[src/rtl/gate_bist.sv]
// gate_bist: built-in self-test for a 2-input, 1-bit gate. Sweeps all four input
// vectors PASSES times, samples o_in after SETTLE cycles and compares it against TRUTH.
module gate_bist #(
  parameter logic [3:0] TRUTH  = 4'b0111,
  parameter int         SETTLE = 1,
  parameter int         PASSES = 1
) (
  input  logic       clk,
  input  logic       rst_n,
  input  logic       start,
  output logic       x,
  output logic       y,
  input  logic       o_in,
  output logic       busy,
  output logic       done,
  output logic       pass,
  output logic [7:0] err_count,
  output logic [3:0] fail_vec
);

  typedef enum logic [1:0] {IDLE, DRIVE, SAMPLE, DONE} state_t;

  localparam logic [3:0] SETTLE_LAST = 4'(SETTLE - 1);
  localparam logic [7:0] PASS_LAST   = 8'(PASSES - 1);

  state_t     state, state_nxt;
  logic [1:0] idx, idx_nxt;
  logic [3:0] settle_cnt, settle_cnt_nxt;
  logic [7:0] pass_cnt, pass_cnt_nxt;
  logic [7:0] err_nxt;
  logic [3:0] fail_nxt;
  logic       x_nxt, y_nxt;

  always_ff @(posedge clk) begin
    if (!rst_n) begin
      state      <= IDLE;
      idx        <= 2'd0;
      settle_cnt <= 4'd0;
      pass_cnt   <= 8'd0;
      err_count  <= 8'd0;
      fail_vec   <= 4'd0;
      x          <= 1'b0;
      y          <= 1'b0;
    end else begin
      state      <= state_nxt;
      idx        <= idx_nxt;
      settle_cnt <= settle_cnt_nxt;
      pass_cnt   <= pass_cnt_nxt;
      err_count  <= err_nxt;
      fail_vec   <= fail_nxt;
      x          <= x_nxt;
      y          <= y_nxt;
    end
  end

  // settle_cnt runs 0..SETTLE-1 so each vector spends exactly SETTLE cycles in DRIVE
  always_comb begin
    state_nxt      = state;
    idx_nxt        = idx;
    settle_cnt_nxt = settle_cnt;
    pass_cnt_nxt   = pass_cnt;
    err_nxt        = err_count;
    fail_nxt       = fail_vec;
    x_nxt          = x;
    y_nxt          = y;
    case (state)
      IDLE, DONE: begin
        if (start) begin
          state_nxt      = DRIVE;
          idx_nxt        = 2'd0;
          settle_cnt_nxt = 4'd0;
          pass_cnt_nxt   = 8'd0;
          err_nxt        = 8'd0;
          fail_nxt       = 4'd0;
          x_nxt          = 1'b0;
          y_nxt          = 1'b0;
        end
      end
      DRIVE: begin
        if (settle_cnt == SETTLE_LAST) begin
          settle_cnt_nxt = 4'd0;
          state_nxt      = SAMPLE;
        end else begin
          settle_cnt_nxt = settle_cnt + 4'd1;
        end
      end
      SAMPLE: begin
        if (o_in != TRUTH[idx]) begin
          if (err_count != 8'hFF) err_nxt = err_count + 8'd1;
          fail_nxt[idx] = 1'b1;
        end
        if (idx != 2'd3) begin
          idx_nxt   = idx + 2'd1;
          x_nxt     = idx_nxt[0];
          y_nxt     = idx_nxt[1];
          state_nxt = DRIVE;
        end else if (pass_cnt != PASS_LAST) begin
          idx_nxt      = 2'd0;
          pass_cnt_nxt = pass_cnt + 8'd1;
          x_nxt        = 1'b0;
          y_nxt        = 1'b0;
          state_nxt    = DRIVE;
        end else begin
          x_nxt     = 1'b0;
          y_nxt     = 1'b0;
          state_nxt = DONE;
        end
      end
      default: state_nxt = IDLE;
    endcase
  end

  assign busy = (state == DRIVE) || (state == SAMPLE);
  assign done = (state == DONE);
  assign pass = done && (err_count == 8'd0);

endmodule

[config.mk]
export PLATFORM = sky130hd
export DESIGN_NAME = gate_bist
export DESIGN_NICKNAME = d
export VERILOG_FILES = /design/src/rtl/gate_bist.sv
export SDC_FILE = /design/constraint.sdc
export NUM_CORES = 1
export LEC_CHECK = 0
export ABC_CLOCK_PERIOD_IN_PS = 5000
export BUFFER_PORTS_ARGS = -buffer_cell sky130_fd_sc_hd__buf_4
export CAP_MARGIN = 20
export CORE_MARGIN = 5
export CORE_UTILIZATION = 60
export DETAILED_ROUTE_END_ITERATION = 12
export GPL_TIMING_DRIVEN = 0
export PLACE_DENSITY = 0.82
export SYNTH_ARGS = -nofsm -noshare
export SYNTH_HDL_FRONTEND = slang
export SYNTH_SLANG_ARGS = --single-unit
[constraint.sdc]
create_clock -name clk -period 5 [get_ports clk]
set_input_delay 0.25 -clock clk [delete_from_list [all_inputs] [get_ports clk]]
set_output_delay 0.25 -clock clk [all_outputs]
set_load 0.05 [all_outputs]
== After elaboration in Yosys (flattened, before gate mapping) ==
Cells that the tools add are included.
W data, S select, Z words.

* Register bits after elaboration: 30
* Bits in latches: 0
* RAM bits: 0
* Memory bits (read-only): 0
* Bits of input ports: 4
* Output and inout port bits: 17
* Word-level logic and storage cells: 75
* Memories kept: 0

* Add/subtract/negate cells: 4
* $mul: 0
* Div/mod/pow operators: 0
* $lt $le $gt $ge: 2
* Equal/unequal tests: 13
* Shift operators: 0
* Mux-type cells: 30
* Bitwise operators: 1
* Reduce and logical (&&, ||, !) cells: 17

{| class="wikitable"
|+ Operator list
! operator !! count
|-
| $mux W8 || 5
|-
| $pmux W8 S2 || 2
|-
| $add A8 B1 Y8 const B || 2
|-
| $pmux W4 S2 || 2
|-
| $mux W2 || 7
|-
| $ne A2 B2 Y1 const B || 7
|-
| $mux W4 || 3
|-
| $logic_not A8 Y1 || 1
|-
| $ne A8 B8 Y1 const B || 1
|-
| $reduce_and A4 Y1 || 2
|-
| $reduce_bool A8 Y1 || 1
|-
| $pmux W2 S3 || 1
|-
| $reduce_and A2 Y1 || 3
|-
| $reduce_and A3 Y1 || 2
|-
| $mux W1 || 5
|-
| $add A4 B1 Y4 const B || 1
|-
| $eq A2 B2 Y1 const B || 2
|-
| $logic_not A4 Y1 || 1
|-
| $or A4 B4 Y4 || 1
|-
| $pmux W1 S2 || 2
|-
| $pmux W2 S2 || 1
|-
| $reduce_bool A2 Y1 || 2
|-
| $lt A2 B3 Y1 const B || 1
|-
| $ne A3 B3 Y1 const B || 1
|-
| other kinds (10) || 11
|}

== Logic depth before layout (Yosys ltp) ==
* Depth after elaboration: 7
* Mapped depth: 8
* Mapped depth without buffers: 6

== Worst setup path before layout ==
No wires, ideal clock.

* Path type: reg-to-output
* Start point: register err_count[2]
* End point: output pass
* Arrival time: 2.541 ns
* Required time: 4.750 ns
* Slack: 2.209 ns
* Cell stages (with the launch flop): 3
* Path buffers: 0
* Cell sequence: dfxtp_1 -> or4_1 -> nor4_1

* Cells in the longest elaborated chain, start to end: 2

{| class="wikitable"
|+ Ends and longest elaborated chain
! what !! line !! source
|-
| start, declared || 17 || <nowiki>output logic [7:0] err_count,</nowiki>
|-
| start signal, assigned || 49 || <nowiki>err_count <= err_nxt;</nowiki>
|-
| $logic_not A8 Y1 || 115 || <nowiki>assign pass = done && (err_count == 8'd0);</nowiki>
|-
| $logic_and A1 B1 Y1 || 115 ||
|-
| end, declared || 16 || <nowiki>output logic pass,</nowiki>
|}

Every way passes these cells.

== Final worst setup path ==
* Start point: register state[0]
* End point: register err_count[5]

* Cells in the longest elaborated chain, start to end: 4
* Elaborated cells on any way between the ends: 10
* Those cells by class: 5 x eq/ne; 1 x mux; 4 x reduce/logical

{| class="wikitable"
|+ Ends and longest elaborated chain
! what !! line !! source
|-
| start, declared || 26 || <nowiki>state_t state, state_nxt;</nowiki>
|-
| start signal, assigned || 45 || <nowiki>state <= state_nxt;</nowiki>
|-
| $eq A2 B2 Y1 / $logic_not A2 Y1 (equally long branches) || 66 || <nowiki>case (state)</nowiki>
|-
| $reduce_or A2 Y1 || 66 ||
|-
| $ne A2 B2 Y1 (no line) / $reduce_bool A2 Y1 (equally long branches) || - ||
|-
| $reduce_and A4 Y1 (no line) || - ||
|}

Parallel ways exist; a longest one is shown, timed or not.
A chain may end at the register's enable or synchronous reset.

==> flow_summary_export.csv <==
group,metric,value,unit
clock_tree,holdBufCountCts,0,
sta,rsz0062_at_grt,"false",
setup_path,critPathCapture,"err_count[5]",
clock_tree,cts_tree,"done",
drt,dr.first_iter.drc_count,106,
min_path,holdCritPathClass,"in2reg",
drt,dr_total_vias,1475,
logic_synthesis,synthArstFlopShare,0,
clock_tree,clock_latency,330,ps
clock_tree,path_clk_slew,90,ps
drt,met1_length,1465,um
sta,timing.final.crit_share,0.4457,
logic_synthesis,ys_warn_count,0,
sta,final-setup-viol-count,0,
logic_synthesis,synth_area_leader_cell,"dfxtp_1",
placed_design,place_inst,241,
global_route,grt_pass1_wl,6196,um
placed_design,io_buffer_count,20,
sta,whs,204.9,ps
pwr,p_per_area,449.5,nW/um2
setup_path,critical_path.top_delay_family,"compound AO/OA/AOI/OAI gates",
sta,hold_viol,0,
final_layout,layout_commonest_cell,"dfxtp_1",
floorplan,ios,21,
clock_tree,numCtsBuffers,5,
setup_path,r2r_end,"err_count[5]",
clock_tree,root_buffer,"clkbuf_4",
sta,fin_skew,8.311,ps
logic_synthesis,ys_top_cells_by_area,"dfxtp_1, ha_1, a21oi_1",
final_layout,stdcell_count,249,
clock_tree,cts_sinks,30,
drt,wl_per_cell,13.86,um
global_route,grt_pass1_vias,1445,
setup_path,worstPathCellList,"inv_1 -> ha_1 -> buf_4 -> mux2i_2 -> a21oi_1 -> and4_1 -> mux2i_1",
pwr,leakage,0.7495,nW
floorplan,die_w,62.13,um
floorplan,core,2686,um2
drt,wl_met3,178,um
sta,fin_tns_setup,0,ps
global_route,grt_usage,0.1927,
setup_path,r2r_start,"state[0]",
sta,period_minus_slack,2228,ps
pwr,clock_power_share,0.294,
setup_path,worstPathArrival,2500,ps
clock_tree,ctsResizeCount,0,
setup_path,r2r_setup_slack,2770,ps
setup_path,path_class,"reg2reg",
floorplan,fp.dieH,62.13,um
setup_path,cpPeakStageDelay,490,ps
run,max_cap_violations,0,
logic_synthesis,syn_area_per_cell,8.581,um2
final_layout,nets,236,
final_layout,final_cell_mix,"dfxtp_1, buf_4, a21oi_1, inv_1, nor2_1",
logic_synthesis,syn_area,1630,um2
pwr,vdd_drop_max,0.3874,mV
setup_path,rr_worst_depth,7,
floorplan,die_area,3860,um2
final_layout,layout-drive-gt1-share,0.1606,
pwr,combPwrFrac,0.391,
outcome,outcome,"complete, no violations",
placed_design,gp_congestion,0.8906,
logic_synthesis,synth_cells,190,
setup_path,cp.required,5270,ps
setup_path,cp_num_buf_inv,2,
logic_synthesis,syn_nets,209,
final_layout,syn_to_final_growth,18.42,%
final_layout,fill_cells,220,
pwr,netSwitchingPower,326.5,uW
global_route,grt_max_degree,11,
logic_synthesis,yosysUniqueCellTypes,41,
logic_synthesis,synth_ff_type,"dfxtp_1",
pwr,swShare,0.3763,
final_layout,antenna_cells,0,
setup_path,cp_max_fo,8,
drt,wl_met2,1748,um
drt,drt_pass1_iterations,4,
clock_tree,cts_max_level,2,
setup_path,slowest_stage,"a21oi_1",
sta,timing.fmax,448.8,MHz
floorplan,start_util,0.6069,
logic_synthesis,ys_seq_area_frac,0.3684,
floorplan,fp-row-count,19,
sta,tightest_slew,570.1,ps
sta,slew_violations,0,
drt,drc,0,
drt,vias_per_cell,5.924,
global_route,antenna_found_initial,0,
clock_tree,clockBufferDepth,2,
setup_path,start_kind,"flop",
logic_synthesis,ys_seq_elements,30,
pwr,seq_power_share,0.315,
setup_path,crit_path_end_kind,"flop",
clock_tree,post-cts-setup-buffer-count,0,
drt,top_layer,"met4",
global_route,overflow,0,
drt,final_antenna_net_count,0,
sta,relSlewSlack,0.6199,
logic_synthesis,synth_top_area_frac,0.3684,
setup_path,crit_path_start,"state[0]",
drt,routed_wl,3450,um
pwr,p_int,541.2,uW
logic_synthesis,synth_enable_flop_cells,0,
placed_design,dp_hpwl,2654,um
setup_path,crit_cells,7,
pwr,p_total,867.8,uW
layout make-up:
cell class / instances / area, um2 / area share
plain buffers: 5 / 31.28 / 0.01620
clock buffers: 6 / 51.30 / 0.02657
clock inverters: 2 / 60.06 / 0.03111
inverters: 16 / 60.06 / 0.03111
multi-input cells: 139 / 938.4 / 0.4861
flip-flops and latches: 30 / 600.6 / 0.3111
well taps: 31 / 38.79 / 0.02009
repair buffers: 20 / 150.1 / 0.07777
logic make-up (layout without fill, tap and decap cells):
group	count (synthesis)	after routing	share of synthesized area
and+or+nand+nor	72	72	0.2441
AOI/OAI and AO/OA	43	43	0.1612
DFF	30	30	0.3684
buffers and inverters	21	49	0.05603
adders and majority gates	15	15	0.1151
muxes	5	5	0.03377
xor gates and xnor gates	4	4	0.02149
layer usage:
metal  vias up  track usage
met3         7      0.06847
met4         0      0.09214
met5         -            0
met1       692       0.2113
li1        741            -
met2        35       0.3264
power groups by stage:
stage / Sequential [mW] / Combinational, mW / Clock [mW]
after CTS: 0.273 / 0.338 / 0.260
after floorplan: 0.304 / 0.229 / 0
after global routing: 0.277 / 0.370 / 0.277
final: 0.273 / 0.339 / 0.255
after detailed placement: 0.279 / 0.338 / 0
after global placement: 0.277 / 0.329 / 0
tightest hold or removal path: stages:
cell	delay, ps
buf_4	130
inv_1	70
a221oi_1	40
cells in the mapped netlist, types with 2 or more instances:
library cell and n:
nand3_1 8, nor3_1 2, inv_1 16, mux2i_1 3, nor2_1 16, nor3b_1 2
xor2_1 2, nand3b_1 4, o41ai_1 2, or4_1 3, or3_1 6, o21ai_0 7
ha_1 15, nand2b_1 4, xnor2_1 2, a31oi_1 2, nand4_1 6, a21o_1 2
a21oi_1 21, clkbuf_1 2, o31ai_1 2, nand2_1 11, and2_1 2, dfxtp_1 30
nor4_1 2, a32oi_1 2, nor4bb_1 2
sequential cells by signal, summed over array words and instances, names as in the netlist:
| name | flops |
|---|---|
| state | 2 |
| settle_cnt | 4 |
| pass_cnt | 8 |
| idx | 2 |
| err_count | 8 |
| y | 1 |
| x | 1 |
| fail_vec | 4 |
through the flow:
| stage | area, um2 | setup slack, ps | util |
|---|---|---|---|
| 3_5_place_dp | 1819 | 2790 | 0.6772 |
| 6_report | 1931 | 2772 | 0.7187 |
| 4_1_cts | 1931 | 2783 | 0.7187 |
| 2_1_floorplan | 1630 | 2209 | - |
| 5_1_grt | 1931 | 2536 | 0.7187 |
| 3_3_place_gp | 1819 | 2872 | 0.6772 |
worst min-delay path by stage:
stage	start	endpoint	cells after the start	slack, ps
2_1_floorplan	rst_n	state[1]	2	390
3_3_place_gp	fail_vec[1]	fail_vec[1]	2	450
3_5_place_dp	fail_vec[3]	fail_vec[3]	2	460
4_1_cts	rst_n	state[1]	3	200
5_1_grt	rst_n	err_count[1]	3	200
6_report	rst_n	state[1]	3	200
Power figures use the tool's default switching activity.
